==> src/rtl/ex_stage.sv <==
// Execute stage: logic/move/link result, same-cycle forwarding triple,
// EX/MEM pipeline register and the architectural HI/LO registers.
module ex_stage #(
  parameter logic [31:0] HILO_INIT  = 32'h0,
  parameter bit          ZERO_GUARD = 1'b1
) (
  input  logic        clk,
  input  logic        rst,
  input  logic        stall,
  input  logic        flush,
  input  logic [2:0]  alusel_i,
  input  logic [7:0]  aluop_i,
  input  logic [31:0] reg1_i,
  input  logic [31:0] reg2_i,
  input  logic [4:0]  wd_i,
  input  logic        wreg_i,
  input  logic [31:0] link_addr_i,
  input  logic        is_in_delayslot_i,
  output logic        ex_wreg_o,
  output logic [4:0]  ex_wd_o,
  output logic [31:0] ex_wdata_o,
  output logic        mem_wreg_o,
  output logic [4:0]  mem_wd_o,
  output logic [31:0] mem_wdata_o,
  output logic        mem_is_in_delayslot_o,
  output logic [31:0] hi_o,
  output logic [31:0] lo_o
);

  // Shared op-class and operation encodings
  localparam logic [2:0] RES_LOGIC       = 3'b001;
  localparam logic [2:0] RES_MOVE        = 3'b011;
  localparam logic [2:0] RES_JUMP_BRANCH = 3'b110;

  localparam logic [7:0] OP_AND  = 8'b0010_0100;
  localparam logic [7:0] OP_OR   = 8'b0010_0101;
  localparam logic [7:0] OP_XOR  = 8'b0010_0110;
  localparam logic [7:0] OP_NOR  = 8'b0010_0111;
  localparam logic [7:0] OP_ANDI = 8'b0101_1001;
  localparam logic [7:0] OP_ORI  = 8'b0101_1010;
  localparam logic [7:0] OP_XORI = 8'b0101_1011;
  localparam logic [7:0] OP_LUI  = 8'b0101_1100;
  localparam logic [7:0] OP_MFHI = 8'b0001_0000;
  localparam logic [7:0] OP_MTHI = 8'b0001_0001;
  localparam logic [7:0] OP_MFLO = 8'b0001_0010;
  localparam logic [7:0] OP_MTLO = 8'b0001_0011;

  logic [31:0] result;
  logic        valid;
  logic        hi_we;
  logic        lo_we;

  logic        mem_wreg_d,  mem_wreg_q;
  logic [4:0]  mem_wd_d,    mem_wd_q;
  logic [31:0] mem_wdata_d, mem_wdata_q;
  logic        mem_ds_d,    mem_ds_q;
  logic [31:0] hi_d,        hi_q;
  logic [31:0] lo_d,        lo_q;

  // Decode op class/operation into a result, a validity flag and HI/LO write strobes
  always_comb begin
    result = '0;
    valid  = 1'b0;
    hi_we  = 1'b0;
    lo_we  = 1'b0;
    case (alusel_i)
      RES_LOGIC: begin
        valid = 1'b1;
        case (aluop_i)
          OP_AND, OP_ANDI: result = reg1_i & reg2_i;
          OP_OR,  OP_ORI:  result = reg1_i | reg2_i;
          OP_XOR, OP_XORI: result = reg1_i ^ reg2_i;
          OP_NOR:          result = ~(reg1_i | reg2_i);
          OP_LUI:          result = reg2_i;
          default:         valid  = 1'b0;
        endcase
      end
      RES_MOVE: begin
        case (aluop_i)
          OP_MFHI: begin result = hi_q; valid = 1'b1; end
          OP_MFLO: begin result = lo_q; valid = 1'b1; end
          OP_MTHI: hi_we = 1'b1;
          OP_MTLO: lo_we = 1'b1;
          default: ;
        endcase
      end
      RES_JUMP_BRANCH: begin
        result = link_addr_i;
        valid  = 1'b1;
      end
      default: ;
    endcase
  end

  // Forwarding triple back to decode
  always_comb begin
    ex_wd_o    = wd_i;
    ex_wdata_o = result;
    ex_wreg_o  = wreg_i & valid & ~(ZERO_GUARD & (wd_i == 5'd0));
  end

  // Next state for EX/MEM and HI/LO: flush beats stall beats load
  always_comb begin
    mem_wreg_d  = mem_wreg_q;
    mem_wd_d    = mem_wd_q;
    mem_wdata_d = mem_wdata_q;
    mem_ds_d    = mem_ds_q;
    hi_d        = hi_q;
    lo_d        = lo_q;
    if (flush) begin
      mem_wreg_d  = 1'b0;
      mem_wd_d    = '0;
      mem_wdata_d = '0;
      mem_ds_d    = 1'b0;
    end else if (!stall) begin
      mem_wreg_d  = ex_wreg_o;
      mem_wd_d    = ex_wd_o;
      mem_wdata_d = ex_wdata_o;
      mem_ds_d    = is_in_delayslot_i;
      if (hi_we) hi_d = reg1_i;
      if (lo_we) lo_d = reg1_i;
    end
  end

  // Pipeline and HI/LO state with synchronous reset
  always_ff @(posedge clk) begin
    if (rst) begin
      mem_wreg_q  <= 1'b0;
      mem_wd_q    <= '0;
      mem_wdata_q <= '0;
      mem_ds_q    <= 1'b0;
      hi_q        <= HILO_INIT;
      lo_q        <= HILO_INIT;
    end else begin
      mem_wreg_q  <= mem_wreg_d;
      mem_wd_q    <= mem_wd_d;
      mem_wdata_q <= mem_wdata_d;
      mem_ds_q    <= mem_ds_d;
      hi_q        <= hi_d;
      lo_q        <= lo_d;
    end
  end

  assign mem_wreg_o            = mem_wreg_q;
  assign mem_wd_o              = mem_wd_q;
  assign mem_wdata_o           = mem_wdata_q;
  assign mem_is_in_delayslot_o = mem_ds_q;
  assign hi_o                  = hi_q;
  assign lo_o                  = lo_q;

endmodule

==> config.mk <==
export PLATFORM = sky130hd
export DESIGN_NAME = ex_stage
export DESIGN_NICKNAME = d
export VERILOG_FILES = /design/src/rtl/ex_stage.sv
export SDC_FILE = /design/constraint.sdc
export NUM_CORES = 1
export LEC_CHECK = 0
export BUFFER_PORTS_ARGS = -buffer_cell sky130_fd_sc_hd__buf_2
export CAP_MARGIN = 40
export CORE_UTILIZATION = 52
export CTS_BUF_LIST = sky130_fd_sc_hd__clkbuf_4
export CTS_CLUSTER_DIAMETER = 80
export DETAILED_ROUTE_END_ITERATION = 12
export GPL_ROUTABILITY_DRIVEN = 0
export GPL_TIMING_DRIVEN = 0
export PLACE_DENSITY_LB_ADDON = 0.1
export SLEW_MARGIN = 15
export SYNTH_ARGS = -nofsm -noshare
export SYNTH_HDL_FRONTEND = slang
export SYNTH_SLANG_ARGS = --single-unit
export TNS_END_PERCENT = 30
==> constraint.sdc <==
create_clock -name clk -period 1.9 [get_ports clk]
set_clock_uncertainty 0.05 [all_clocks]
set_input_delay 0.095 -clock clk [delete_from_list [all_inputs] [get_ports clk]]
set_output_delay 0.095 -clock clk [all_outputs]
set_load 0.02 [all_outputs]
* Yosys cells after proc, flatten, opt, wreduce, memory -nomap -nowiden
Cells that the tools add are included.
** Word-level totals
- Register bits after elaboration :: 103
- Input bits :: 118
- Output and inout bits :: 141
- Logic and storage cells :: 49
** Operators by class
- Eq/ne operators :: 15
- Muxes and demuxes :: 10
- Bitwise operators :: 9
- Reduce and logical (&&, ||, !) cells :: 9
** Operator list (count)
- one-hot mux 32 bit (5 select lines) :: 1
- one-hot mux 32 bit (3 select lines) :: 1
- one-hot mux 32 bit (2 select lines) :: 1
- AND 32 bit :: 1
- == test 8 x 5 -> 1 bit (second input constant) :: 4
- == test 8 x 6 -> 1 bit (second input constant) :: 4
- == test 8 x 7 -> 1 bit (second input constant) :: 4
- NOT 32 bit :: 1
- bitwise OR 32 bit :: 1
- bitwise XOR 32 bit :: 1
- OR reduction 2 bit :: 5
- OR reduction 8 bit :: 1
- two-way mux 1 bit :: 6
- AND reduction 3 bit :: 2
- zero test 5 bit :: 1
- == test 3 x 1 -> 1 bit (second input constant) :: 1
- == test 3 x 2 -> 1 bit (second input constant) :: 1
- == test 3 bit (second input constant) :: 1
- NOT 1 bit :: 3
- one-hot mux 1 bit (3 select lines) :: 1
- AND 1 bit :: 2

* Depth between registers and ports, before layout
- Depth after elaboration :: 6
- Mapped depth :: 8
- Mapped depth without buffers :: 6

* Least setup slack after synthesis
No wires, ideal clock.
- Path kind :: input -> output
- Start point :: input port aluop_i[1]
- End point :: output port ex_wdata_o[31]
- Data arrival time :: 1.459 ns
- Required time :: 1.755 ns
- Setup slack :: 0.296 ns
- Cell stages on the path :: 7
- Buffers on the path :: 3
- Cell sequence :: clkbuf_1 -> buf_2 -> buf_2 -> mux2i_1 -> a21oi_1 -> o31ai_1 -> nand2_1
** On the way
- Cells in the longest elaborated chain, start to end :: 4
- Elaborated cells on any way between the ends :: 16
- Those cells by class :: eq/ne (10); mux (3); reduce/logical (3)
** Ends and longest elaborated chain
- start: declaration :: line 12 : input logic [7:0] aluop_i,
- == test 8 x 6 -> 1 bit or == test 8 x 7 -> 1 bit (tied branches) :: line 69 : case (aluop_i)
- OR reduction 2 bit
- one-hot mux 32 bit (5 select lines) :: line 69
- one-hot mux 32 bit (3 select lines) (*) :: line 66 : case (alusel_i)
- end: declaration :: line 21 : output logic [31:0] ex_wdata_o,
Mark *: on every way between the ends. The rest lies on a longest branch, timed or not.

* Worst setup path after layout
- Start point :: input port aluop_i[6]
- End point :: output port ex_wdata_o[0]
Same word-level chain as after synthesis.

==> metrics.md <==
| Metric | Value |
|---|---|
| Crit-path max FO | `10` |
| Share of layout cells above drive strength 1 | `32.9%` |
| Post-synth cell types | `48` |
| Synth area leaders | `dfxtp_1 (28%), ha_1 (11%), nand2_1 (8.4%)` |
| WP depth | `8` |
| Worst-Skew Late Latency | `0.53 ns` |
| CP Class | `input port to output pin` |
| R2r startpoint | `lo_o[30]` |
| Post-synth EDFFs | `0` |
| Overall Power | `4.48 mW` |
| First-pass GRT wire length | `39900 um` |
| Yosys reg bits | `103` |
| Die ar. | `14500 um^2` |
| WP buf/inv | `3` |
| GRT overflow | `0` |
| Die Ht | `121 um` |
| Cts bufs inserted | `9` |
| IO Port Bufs | `256` |
| Crit share post-route | `99.2%` |
| Total Wirelength | `26000 um` |
| Synth Warn # | `0` |
| Die W | `121 um` |
| Synth async-reset ratio | `0%` |
| Routed len/inst | `18.1 um` |
| Synth-to-Final Area Change | `35.8%` |
| Power density over cell area | `452 nW/um^2` |
| Startpoint Class | `input port` |
| Initial drt markers | `620` |
| Final min period | `1.88 ns` |
| Mapped Nets | `1095` |
| Max frequency | `531 MHz` |
| Antenna violations before repair | `2` |
| Post-route ant nets | `0` |
| Drt pass-1 iters | `5` |
| CTS tree | `built` |
| Worst path max stage delay | `0.35 ns` |
| Core ar. | `13500 um^2` |
| Hold wc startpoint | `alusel_i[1]` |
| CTS H-tree lvls | `3` |
| Via density | `5.67` |
| Hold path depth | `5` |
| Top cell type's share of synthesized area | `28.2%` |
| Max-Cap Viols | `0` |
| Post-synthesis sequential area ratio | `28.2%` |
| Remaining DRCs | `0` |
| All-Layer GR Usage | `35.4%` |
| Hold Path Class | `input port to flop` |
| Multi-input combinational cell area | `4680 um^2` |
| Worst-path cell chain | `buf_2, nor3_4, and3_1, o211a_2, buf_4, o21ai_1, nand2_1, buf_4` |
| Initial Util | `54.3%` |
| Slew margin rel. | `47.8%` |
| Worst vdd ir | `0.472 mV` |
| FP Rows | `42` |
| Seq. cell area | `2060 um^2` |
| Worst reg-to-reg path cell count | `3` |
| Arrival @ worst endpoint | `1.74 ns` |
| CTS max path bufs | `2` |
| Crit-path slowest cell | `nor3_4` |
| RSZ-0062 raised after global routing | `true` |
| Max Slew Vio Count | `0` |
| Outcome | `finished, final reports clean` |
| Vias | `8154` |
| I/O pin count | `259` |
| Tightest Pin Transition | `0.783 ns` |
| Mapped Avg Cell Area | `8.00 um^2` |
| Leak | `4.93 nW` |
| Top delay family on crit path | `simple AND/OR/NAND/NOR gates` |
| Setup violators final | `0` |
| Nets | `1437` |
| Req. time, crit path | `1.75 ns` |
| Cell mode on critical path | `buf_4` |
| Cell taking the most area after synthesis | `dfxtp_1` |
| # fillers | `1132` |
| CP endpoint kind | `output pin` |
| Post-Syn Instances | `913` |
| Root buffer cell | `clkbuf_4` |
| Hold Vio Cnt, Final | `0` |
| Post-synthesis cell area | `7300 um^2` |
| Clk sinks | `103` |
| Main synth FF type | `dfxtp_1` |
| Reg clk slew, reported paths | `0.18 ns` |
| Crit. Startpoint | `aluop_i[6]` |
| Largest net degree at the start of global routing | `20` |
| Dpl hpwl | `18400 um` |
| Vias in the first global route | `7860` |
| TNS Setup | `0 ns` |
[worst paths after layout]
kind / end / slack [ns]
setup / recovery: ex_wdata_o[0] / 0.02
hold / removal: hi_o[25] / 0.01
setup reg to reg: mem_wdata_o[30] / 0.69
hold reg to reg: lo_o[29] / 0.43
[cell usage in the layout, fill, tap and decap left out, types with 2 or more instances in the layout]
master / Yosys / routed
a21oi_1: 69 / 69
a21oi_2: 30 / 30
a22oi_1: 31 / 31
a2bb2oi_1: 31 / 29
a2bb2oi_2: 0 / 2
a31oi_1: 31 / 31
and3_1: 3 / 3
buf_2: 24 / 255
buf_4: 6 / 27
buf_6: 6 / 13
clkbuf_1: 41 / 25
clkbuf_2: 0 / 11
clkbuf_4: 0 / 13
clkinv_4: 0 / 3
dfxtp_1: 103 / 103
dlygate4sd3_1: 0 / 72
dlymetal6s4s_1: 0 / 3
ha_1: 64 / 63
inv_1: 65 / 65
inv_8: 0 / 2
mux2_2: 31 / 31
mux2i_1: 39 / 39
nand2_1: 164 / 163
nor2_1: 11 / 10
nor2b_1: 3 / 3
nor3_1: 3 / 3
nor3_4: 1 / 2
o21ai_0: 33 / 32
o21ai_1: 32 / 23
o21ai_2: 0 / 10
o22ai_1: 32 / 32
or2_2: 2 / 2
xor2_1: 31 / 31
[layer usage]
layer	global-route usage (%)	wire length (um)
met5	0	10
met2	60.9	12400
met1	42.4	10800
met3	7.88	1950
met4	14.4	889
[cells in the mapped netlist (all sizes together), types with 32 or more instances]
master  count
nand2     164
inv        65
ha         64
o21ai      65
buf        39
mux2i      39
dfxtp     103
o22ai      32
a21oi      99
clkbuf     41
[kinds of logic after synthesis]
kind of cell	synth area share [%]
AOI/OAI and AO/OA	25.6
and+or+nand+nor	12.5
buffers and inverters	8.84
DFF	28.2
muxes	10.1
adders and majority gates	11.0
xor gates and xnor gates	3.72
[power breakdown]
part,leakage (nW),switching [mW],internal [mW],total (mW)
registers,0.833,0.0121,2.19,2.20
clock network,0.0705,0.888,0.298,1.19
logic,4.02,0.596,0.497,1.09
total,4.93,1.50,2.98,4.48
[worst reg2reg max path, delay by kind of cell (launching register included)]
kind | cells | cell delay (ns)
AO/OA/AOI/OAI | 2 | 0.40
flip-flops | 1 | 0.36
multiplexers | 1 | 0.28
[repair_timing]
action | in CTS | in global routing
hold buffers | 74 | 1
hold endpoints to repair | 103 | 2
pin swaps | 2 | 8
endpoints found under the setup margin | 33 | 33
setup buffers | 0 | 3
gates resized for setup | 25 | 70
[sequential cells by signal, summed over array words and instances, names as in the netlist]
register	count
hi_o	32
mem_wdata_o	32
mem_wreg_o	1
mem_wd_o	5
mem_is_in_delayslot_o	1
lo_o	32
[stage by stage]
| stage | hold WS, ns | utilization, % | instances | setup slack, ns | instance area [um^2] |
|---|---|---|---|---|---|
| final | 0.0113 | 73.7 | 1437 | 0.0159 | 9920 |
| after CTS | 0.0328 | 72.3 | 1435 | 0.00200 | 9730 |
| after floorplan | 0.185 | - | 913 | 0.296 | 7300 |
| after global placement | 0.277 | 65.5 | 1345 | -0.233 | 8810 |
| after detailed placement | 0.320 | 65.5 | 1345 | -0.256 | 8810 |
| after global routing | 0.000689 | 73.7 | 1437 | -0.0555 | 9920 |
[area by class of cell]
| class | count | area share [%] |
|---|---|---|
| buffer | 78 | 4.86 |
| inverter | 66 | 2.50 |
| tap | 176 | 2.22 |
| clock buffer | 9 | 0.681 |
| clock inverter | 7 | 0.656 |
| antenna | 1 | 0.0252 |
| multi-input combinational | 664 | 47.1 |
| sequential | 103 | 20.8 |
| timing repair buffer | 333 | 21.1 |
(Power assumes the default switching activity.)
